==> config.mk <==
export PLATFORM = sky130hd
export DESIGN_NAME = alu_share_arbiter_flat
export DESIGN_NICKNAME = d
export VERILOG_FILES = /design/src/rtl/alu_pkg.sv /design/src/rtl/alu_share_arbiter_if.sv /design/src/rtl/alu.sv /design/src/rtl/rr_arb2.sv /design/src/rtl/alu_share_arbiter.sv /design/src/flat_wrapper.sv
export SDC_FILE = /design/constraint.sdc
export NUM_CORES = 1
export LEC_CHECK = 0
export BUFFER_PORTS_ARGS = -buffer_cell sky130_fd_sc_hd__buf_2
export CAP_MARGIN = 20
export CORE_MARGIN = 3
export CORE_UTILIZATION = 30
export DETAILED_ROUTE_END_ITERATION = 8
export HOLD_SLACK_MARGIN = 0.15
export PLACE_DENSITY_LB_ADDON = 0.2
export SETUP_SLACK_MARGIN = 0.2
export SLEW_MARGIN = 10
export SYNTH_ARGS = -nofsm -noshare
export SYNTH_HDL_FRONTEND = slang
export SYNTH_SLANG_ARGS = --single-unit
==> constraint.sdc <==
create_clock -name i_clk -period 6 [get_ports i_clk]
set_input_delay 0.3 -clock i_clk [delete_from_list [all_inputs] [get_ports i_clk]]
set_output_delay 0.3 -clock i_clk [all_outputs]
set_load 0.02 [all_outputs]
==> src/rtl/alu_pkg.sv <==
// Shared ALU package: opcode encoding, widths and the request payload type.
//   ALU_W       datapath width of the shared ALU
//   ALU_OP_W    opcode width
//   ALU_*       opcode values; ALU_OP_LAST is the highest defined code
//   alu_req_t   one requester's {op_a, op_b, alu_op} bundle
package alu_pkg;

  localparam int unsigned ALU_W    = 32;
  localparam int unsigned ALU_OP_W = 4;

  localparam logic [ALU_OP_W-1:0] ALU_ADD  = 4'd0;
  localparam logic [ALU_OP_W-1:0] ALU_SUB  = 4'd1;
  localparam logic [ALU_OP_W-1:0] ALU_SLT  = 4'd2;
  localparam logic [ALU_OP_W-1:0] ALU_SLTU = 4'd3;
  localparam logic [ALU_OP_W-1:0] ALU_XOR  = 4'd4;
  localparam logic [ALU_OP_W-1:0] ALU_OR   = 4'd5;
  localparam logic [ALU_OP_W-1:0] ALU_AND  = 4'd6;
  localparam logic [ALU_OP_W-1:0] ALU_SLL  = 4'd7;
  localparam logic [ALU_OP_W-1:0] ALU_SRL  = 4'd8;
  localparam logic [ALU_OP_W-1:0] ALU_SRA  = 4'd9;

  localparam logic [ALU_OP_W-1:0] ALU_OP_LAST = 4'd9;

  typedef struct packed {
    logic [ALU_W-1:0]    op_a;
    logic [ALU_W-1:0]    op_b;
    logic [ALU_OP_W-1:0] alu_op;
  } alu_req_t;

  // Codes above ALU_OP_LAST are undefined and flagged as errors.
  function automatic logic is_illegal_op(input logic [ALU_OP_W-1:0] op);
    return op > ALU_OP_LAST;
  endfunction

endpackage

==> src/rtl/alu_share_arbiter_if.sv <==
// Two-port request/response bundle for the shared ALU arbiter.
//   i_req_valid/o_req_ready   per-port request handshake (bit p = port p)
//   i_req_op_a/op_b           port p operand at [p*DATA_W +: DATA_W]
//   i_req_alu_op              port p opcode at [p*4 +: 4]
//   o_rsp_valid/i_rsp_ready   per-port response handshake
//   o_rsp_data/o_rsp_err      port p result and undefined-opcode flag
//   modport slave: the arbiter; modport master: the requesters
interface alu_share_arbiter_if #(
  parameter int unsigned DATA_W = 32
);

  logic [1:0]          i_req_valid;
  logic [1:0]          o_req_ready;
  logic [2*DATA_W-1:0] i_req_op_a;
  logic [2*DATA_W-1:0] i_req_op_b;
  logic [7:0]          i_req_alu_op;
  logic [1:0]          o_rsp_valid;
  logic [1:0]          i_rsp_ready;
  logic [2*DATA_W-1:0] o_rsp_data;
  logic [1:0]          o_rsp_err;

  modport slave (
    input  i_req_valid, i_req_op_a, i_req_op_b, i_req_alu_op, i_rsp_ready,
    output o_req_ready, o_rsp_valid, o_rsp_data, o_rsp_err
  );

  modport master (
    output i_req_valid, i_req_op_a, i_req_op_b, i_req_alu_op, i_rsp_ready,
    input  o_req_ready, o_rsp_valid, o_rsp_data, o_rsp_err
  );

endinterface

==> src/rtl/alu.sv <==
// Shared combinational ALU.
//   a, b  operands (N bits)
//   op    opcode from alu_pkg; undefined codes produce zero
//   y     result (N bits)
module alu
  import alu_pkg::*;
#(
  parameter int unsigned N = 32
) (
  input  logic [N-1:0]        a,
  input  logic [N-1:0]        b,
  input  logic [ALU_OP_W-1:0] op,
  output logic [N-1:0]        y
);

  localparam int unsigned SH_W = $clog2(N);

  logic [SH_W-1:0] shamt;

  assign shamt = b[SH_W-1:0];

  // Result select by opcode.
  always_comb begin
    y = '0;
    case (op)
      ALU_ADD:  y = a + b;
      ALU_SUB:  y = a - b;
      ALU_SLT:  y = N'($signed(a) < $signed(b));
      ALU_SLTU: y = N'(a < b);
      ALU_XOR:  y = a ^ b;
      ALU_OR:   y = a | b;
      ALU_AND:  y = a & b;
      ALU_SLL:  y = a << shamt;
      ALU_SRL:  y = a >> shamt;
      ALU_SRA:  y = N'($signed(a) >>> shamt);
      default:  y = '0;
    endcase
  end

endmodule

==> src/rtl/rr_arb2.sv <==
// Two-way round-robin arbiter.
//   clk, rst_n  clock and async active-low reset
//   elig        per-port eligibility
//   grant       one-hot or zero grant (combinational)
//   ptr         priority pointer: port favoured when both are eligible
module rr_arb2 (
  input  logic       clk,
  input  logic       rst_n,
  input  logic [1:0] elig,
  output logic [1:0] grant,
  output logic       ptr
);

  // Pointer only breaks ties; a lone eligible port always wins.
  always_comb begin
    grant = elig;
    if (&elig) begin
      grant = ptr ? 2'b10 : 2'b01;
    end
  end

  // Priority flips to the other port after every grant.
  always_ff @(posedge clk or negedge rst_n) begin
    if (!rst_n) begin
      ptr <= 1'b0;
    end else if (grant[0]) begin
      ptr <= 1'b1;
    end else if (grant[1]) begin
      ptr <= 1'b0;
    end
  end

endmodule

==> src/rtl/alu_share_arbiter.sv <==
// Shares one ALU between two requesters with round-robin arbitration and
// a registered response slot per port.
//   i_clk, i_rst_n  clock and async active-low reset
//   bus             alu_share_arbiter_if.slave (request/response handshakes)
module alu_share_arbiter
  import alu_pkg::*;
#(
  parameter int unsigned DATA_W = ALU_W
) (
  input  logic               i_clk,
  input  logic               i_rst_n,
  alu_share_arbiter_if.slave bus
);

  localparam int unsigned NPORT = 2;

  logic [1:0]        rsp_valid;
  logic [1:0]        free_c;
  logic [1:0]        elig_c;
  logic [1:0]        grant_c;
  logic              ptr;
  alu_req_t          req_c [NPORT];
  alu_req_t          sel_c;
  logic [DATA_W-1:0] alu_y_c;

  // A slot being drained this cycle can take a new result.
  assign free_c = ~rsp_valid | bus.i_rsp_ready;
  assign elig_c = bus.i_req_valid & free_c;

  rr_arb2 u_arb (
    .clk   (i_clk),
    .rst_n (i_rst_n),
    .elig  (elig_c),
    .grant (grant_c),
    .ptr   (ptr)
  );

  // Ready is suppressed for as long as reset is held.
  assign bus.o_req_ready = grant_c & {2{i_rst_n}};
  assign bus.o_rsp_valid = rsp_valid;

  // Port 0 drives the ALU when nothing is granted; that result is dropped.
  assign sel_c = grant_c[1] ? req_c[1] : req_c[0];

  alu #(.N(DATA_W)) u_alu (
    .a  (sel_c.op_a),
    .b  (sel_c.op_b),
    .op (sel_c.alu_op),
    .y  (alu_y_c)
  );

  for (genvar p = 0; p < NPORT; p++) begin : g_port
    logic              valid_q;
    logic [DATA_W-1:0] data_q;
    logic              err_q;

    assign req_c[p] = {bus.i_req_op_a[p*DATA_W +: DATA_W],
                       bus.i_req_op_b[p*DATA_W +: DATA_W],
                       bus.i_req_alu_op[p*ALU_OP_W +: ALU_OP_W]};

    // Response slot: load on grant, clear on drain, otherwise hold.
    always_ff @(posedge i_clk or negedge i_rst_n) begin
      if (!i_rst_n) begin
        valid_q <= 1'b0;
        data_q  <= '0;
        err_q   <= 1'b0;
      end else if (grant_c[p]) begin
        valid_q <= 1'b1;
        data_q  <= alu_y_c;
        err_q   <= is_illegal_op(sel_c.alu_op);
      end else if (bus.i_rsp_ready[p]) begin
        valid_q <= 1'b0;
      end
    end

    assign rsp_valid[p]                       = valid_q;
    assign bus.o_rsp_data[p*DATA_W +: DATA_W] = data_q;
    assign bus.o_rsp_err[p]                   = err_q;
  end

  // Ties must go to the port named by the pointer.
  a_tie_follows_ptr: assert property (@(posedge i_clk) disable iff (!i_rst_n)
    (&elig_c) |-> grant_c[ptr]);

endmodule

==> src/flat_wrapper.sv <==
// flat-port wrapper written by rule: the top's interface ports become plain ports
module alu_share_arbiter_flat import alu_pkg::*;
#(
  parameter int unsigned DATA_W = ALU_W
)
  (i_clk, i_rst_n, bus_i_req_valid, bus_i_req_op_a, bus_i_req_op_b, bus_i_req_alu_op, bus_i_rsp_ready, bus_o_req_ready, bus_o_rsp_valid, bus_o_rsp_data, bus_o_rsp_err);
  alu_share_arbiter_if #(.DATA_W(DATA_W)) bus_i ();
  input  logic i_clk;
  input  logic i_rst_n;
  input wire logic [$bits(bus_i.i_req_valid)-1:0] bus_i_req_valid;
  input wire logic [$bits(bus_i.i_req_op_a)-1:0] bus_i_req_op_a;
  input wire logic [$bits(bus_i.i_req_op_b)-1:0] bus_i_req_op_b;
  input wire logic [$bits(bus_i.i_req_alu_op)-1:0] bus_i_req_alu_op;
  input wire logic [$bits(bus_i.i_rsp_ready)-1:0] bus_i_rsp_ready;
  output wire logic [$bits(bus_i.o_req_ready)-1:0] bus_o_req_ready;
  output wire logic [$bits(bus_i.o_rsp_valid)-1:0] bus_o_rsp_valid;
  output wire logic [$bits(bus_i.o_rsp_data)-1:0] bus_o_rsp_data;
  output wire logic [$bits(bus_i.o_rsp_err)-1:0] bus_o_rsp_err;
  assign bus_i.i_req_valid = bus_i_req_valid;
  assign bus_i.i_req_op_a = bus_i_req_op_a;
  assign bus_i.i_req_op_b = bus_i_req_op_b;
  assign bus_i.i_req_alu_op = bus_i_req_alu_op;
  assign bus_i.i_rsp_ready = bus_i_rsp_ready;
  assign bus_o_req_ready = bus_i.o_req_ready;
  assign bus_o_rsp_valid = bus_i.o_rsp_valid;
  assign bus_o_rsp_data = bus_i.o_rsp_data;
  assign bus_o_rsp_err = bus_i.o_rsp_err;
  alu_share_arbiter #(.DATA_W(DATA_W)) u_core (.i_clk(i_clk), .i_rst_n(i_rst_n), .bus(bus_i));
endmodule
==> results by group <==
Run status
  • Outcome: complete, no violations

Logic synthesis
  • Largest family of logic cells by synthesized area: compound AO/OA/AOI/OAI gates
  • Synth Area per Inst: 6.98 µm²
  • Seq cells post-synth: 69
  • Post-Syn Instances: 2,144
  • Top FF cell, synth: dfrtp_1
  • Post-synthesis xor/xnor area fraction: 0.0140
  • Complex-gate fraction of the synthesized area: 0.288
  • Post-Synth Adder-Cell Area: 0.0830
  • Syn nets: 2,384
  • Unique masters post-synth: 92
  • Sequential-to-total area share from yosys stat: 0.115
  • Netlist Area Pre-Place: 15,000 µm²
  • YS warnings: 0
  • Post-synth EDFFs: 0
  • Ys async rst share: 1.00
  • Mux cell area share after synthesis: 0.194
  • Simple-Gate Fraction of Synth Area: 0.227

Place
  • Placed instance area: 16,500 µm²
  • Pre-CTS WS: 406 ps
  • DP HPWL: roughly 60,000 µm
  • Final GP Congestion: 0.993
  • I/O Buffers: 211

Detailed routing
  • DR vias: 17,472
  • DRT iter0 DRCs: 1,622
  • Total wire length: 77,300 µm
  • Final ANT Viol Nets: 0
  • WL/cell: 26.5 µm
  • Drc violations: 0
  • DRT Pass-1 Iters: 6
  • Vias per cell: 5.99

STA
  • Unrepaired setup endpoints after global routing: no
  • Post-layout minimum cycle time: around 5400 ps
  • Final WS setup: 578 ps
  • Period utilization: 0.904
  • Final Hold Fails: 0
  • Worst Tran Pin Value: between 1000 and 1500 ps
  • Min Hold Slack: roughly 290 ps
  • Setup TNS: 0 ps
  • Slew Viols, Final: 0
  • Setup Viol. Count Final: 0
  • Relative slew slack: 0.163
  • Worst Skew: just under 8 ps
  • Maximum clock frequency: between 0.15 and 0.2 GHz

Floorplan
  • Die W: 229 µm
  • Top-Level Pins: 212
  • Die H: 229 µm
  • Initial core utilization: 0.304
  • Rows: 81
  • Die ar.: 52,600 µm²
  • Core area: 49,200 µm²

Global routing
  • Global-route wire length before repair: 112,000 µm
  • All-Layer GR Usage: 0.280
  • Vias in the first global route: 16,535
  • Grt met3 use: 0.0394
  • Met2 Usage GRT: 0.439
  • Global-route met1 utilization: 0.399
  • Initial antenna violation count: 3
  • Largest net degree at the start of global routing: 93
  • Gr ovfl total: 0
  • Most congested layer reported by global routing: met2

Setup path
  • CP cell instances: nor2b_1, a211oi_4, buf_4, nand2_1, nand2_1, inv_1, ha_1, fa_1, nor4bb_1, nand3_1, a211oi_1, nor2_1, o2111ai_1, a21oi_1, o31ai_1, o311ai_0, a311oi_1, o21ai_0
  • Critical Path Source Type: flip-flop
  • CP arrival: 5620 ps
  • Worst path top cell family by delay: compound AO/OA/AOI/OAI gates
  • Crit Path Class: flip-flop to flip-flop
  • CP endpoint kind: flip-flop
  • Slowest cell on the critical path: nor4bb_1
  • CP required: 6200 ps
  • Buffers & Inverters on Critical Path: 2
  • CP most frequent cell: nand2_1
  • CP peak stage delay: 690 ps
  • Crit-path max FO: 18

Job
  • Max Cap Viol: 0

Clock tree
  • CTS tree: yes
  • H-Tree Depth: 3
  • Clock Path Buffers: 2
  • Sink Count: 69
  • CTS clk-pin slew, worst paths: 60 ps
  • Total CTS buffers: 9
  • Clk_lat worst skew: about 340 ps
  • Root Driver: clkbuf_16

Hold path
  • Hold WC Path Type: input pin to flip-flop

Pwr
  • Pwr Density: 267 nW/µm²
  • P_leak: 7.56 nW
  • Worst vdd ir: 0.000142 V

Final layout
  • Area growth syn-to-layout: 13.1%
  • Layout Nets: about 2,500
  • Fill count: ~5,400
  • Share of cells above drive strength 1: 0.176
  • Utilization after layout: 0.344
  • Final instance area: 16,900 µm²
  • FF+latch area: between 1500 and 2000 µm²
  • Multi-input logic area: around 12,000 µm²
==> stage by stage <==
stage	total power [mW]	std cells
5_1_grt	4.80	2917
6_report	4.52	2918
2_1_floorplan	2.75	2144
3_3_place_gp	3.87	2895
3_5_place_dp	3.87	2896
4_1_cts	4.47	2913
==> per-layer routing <==
layer | up-vias | wire [µm]
met3 | 118 | 5930
met1 | 8482 | 35000
met2 | 856 | 34100
li1 | 8014 | -
met4 | 2 | 2280
met5 | - | 13
==> tightest hold or removal path, delay by kind of cell <==
kind                   cells  cell delay [ps]
buffers and inverters      1              110
AND/OR/NAND/NOR            1               90
AO/OA/AOI/OAI              1               80
==> registers in the layout (all words and copies together), names as in the netlist <==
name,count
u_core.g_port.err_q,2
u_core.g_port.data_q,64
u_core.u_arb.ptr,1
u_core.g_port.valid_q,2
==> power breakdown <==
group | total (mW) | internal, mW | switching, mW
sequential | 0.708 | 0.618 | 0.0903
combinational | 3.22 | 1.03 | 2.19
clock | 0.589 | 0.387 | 0.202
==> synthesized netlist by cell type, types with 29 or more instances <==
| master | instances | area [µm²] |
|---|---|---|
| nor3_1 | 39 | 195 |
| dfrtp_1 | 69 | 1730 |
| clkbuf_1 | 86 | 323 |
| o211ai_1 | 35 | 263 |
| inv_1 | 99 | 372 |
| o22ai_1 | 29 | 181 |
| o21ai_0 | 161 | 806 |
| mux2_2 | 45 | 507 |
| ha_1 | 96 | 1200 |
| nand3_1 | 45 | 225 |
| mux4_2 | 36 | 811 |
| a21oi_1 | 145 | 726 |
| buf_2 | 54 | 270 |
| mux2i_1 | 153 | 1530 |
| a211oi_1 | 36 | 270 |
| nand2_1 | 394 | 1480 |
| nor2_1 | 189 | 709 |
==> cell families (layout without fill, tap and decap cells) <==
logic type / Yosys count / count (layout)
AOI/OAI and AO/OA: 655 / 655
xor gates and xnor gates: 24 / 24
and+or+nand+nor: 786 / 786
buffers and inverters: 274 / 383
DFF: 69 / 69
other: 0 / 1
muxes: 238 / 238
adders and majority gates: 98 / 98
==> area by class of cell <==
type | count | share of cell area
flip-flops and latches | 69 | 0.102
clock buffers | 11 | 0.0149
repair buffers | 264 | 0.0893
well taps | 664 | 0.0491
inverters | 103 | 0.0228
clock inverters | 5 | 0.00481
multi-input cells | 1801 | 0.717
diodes | 1 | 0.000148
==> path summary, 6_finish.rpt <==
check	start	to	slack, ps	cells after the start
hold reg to reg	u_core.g_port[0].data_q[27]$_DFFE_PN0P_	u_core.g_port[0].data_q[27]$_DFFE_PN0P_	480	2
max in group asynchronous	i_rst_n	u_core.g_port[1].data_q[31]$_DFFE_PN0N_	4780	2
setup reg to reg	u_core.u_arb.ptr$_DFFE_PN0P_	u_core.g_port[0].data_q[28]$_DFFE_PN0P_	580	18
setup / recovery	u_core.u_arb.ptr$_DFFE_PN0P_	u_core.g_port[0].data_q[28]$_DFFE_PN0P_	580	18
hold / removal	bus_i_req_valid[0]	u_core.u_arb.ptr$_DFFE_PN0P_	290	3
min in group asynchronous	i_rst_n	u_core.g_port[0].data_q[3]$_DFFE_PN0P_	630	2
==> cell usage in the layout (no fill, tap or decap), types with 7 or more instances in the layout <==
cell type and instances:
o21ai_0 161, inv_1 99, clkbuf_16 9, o21a_1 13, o31ai_1 19, o211ai_1 35, nor4_1 9, buf_2 209
o221ai_1 22, mux2_2 45, a32oi_1 7, a21oi_1 145, dfrtp_1 69, ha_1 96, a22oi_1 10, nor2_1 189
mux4_2 36, a31oi_1 27, o21bai_1 13, xnor2_1 21, and2_1 11, nor3_1 39, nor2b_1 21, a221oi_1 11
or3_1 8, mux2i_1 151, a211oi_1 36, a21o_1 9, o21ai_1 22, nand2b_1 23, nand2_1 394, nand4_1 16
nand3_1 45, o22ai_1 29, buf_4 50, o31a_1 8
==> what timing repair did <==
item,CTS,global route
buffers inserted,0,4
resized for setup,0,1
hold endpoints to repair,69,0
hold buffers,1,0
endpoints found under the setup margin,0,2
No activity file was read; power rests on OpenSTA's default activity.
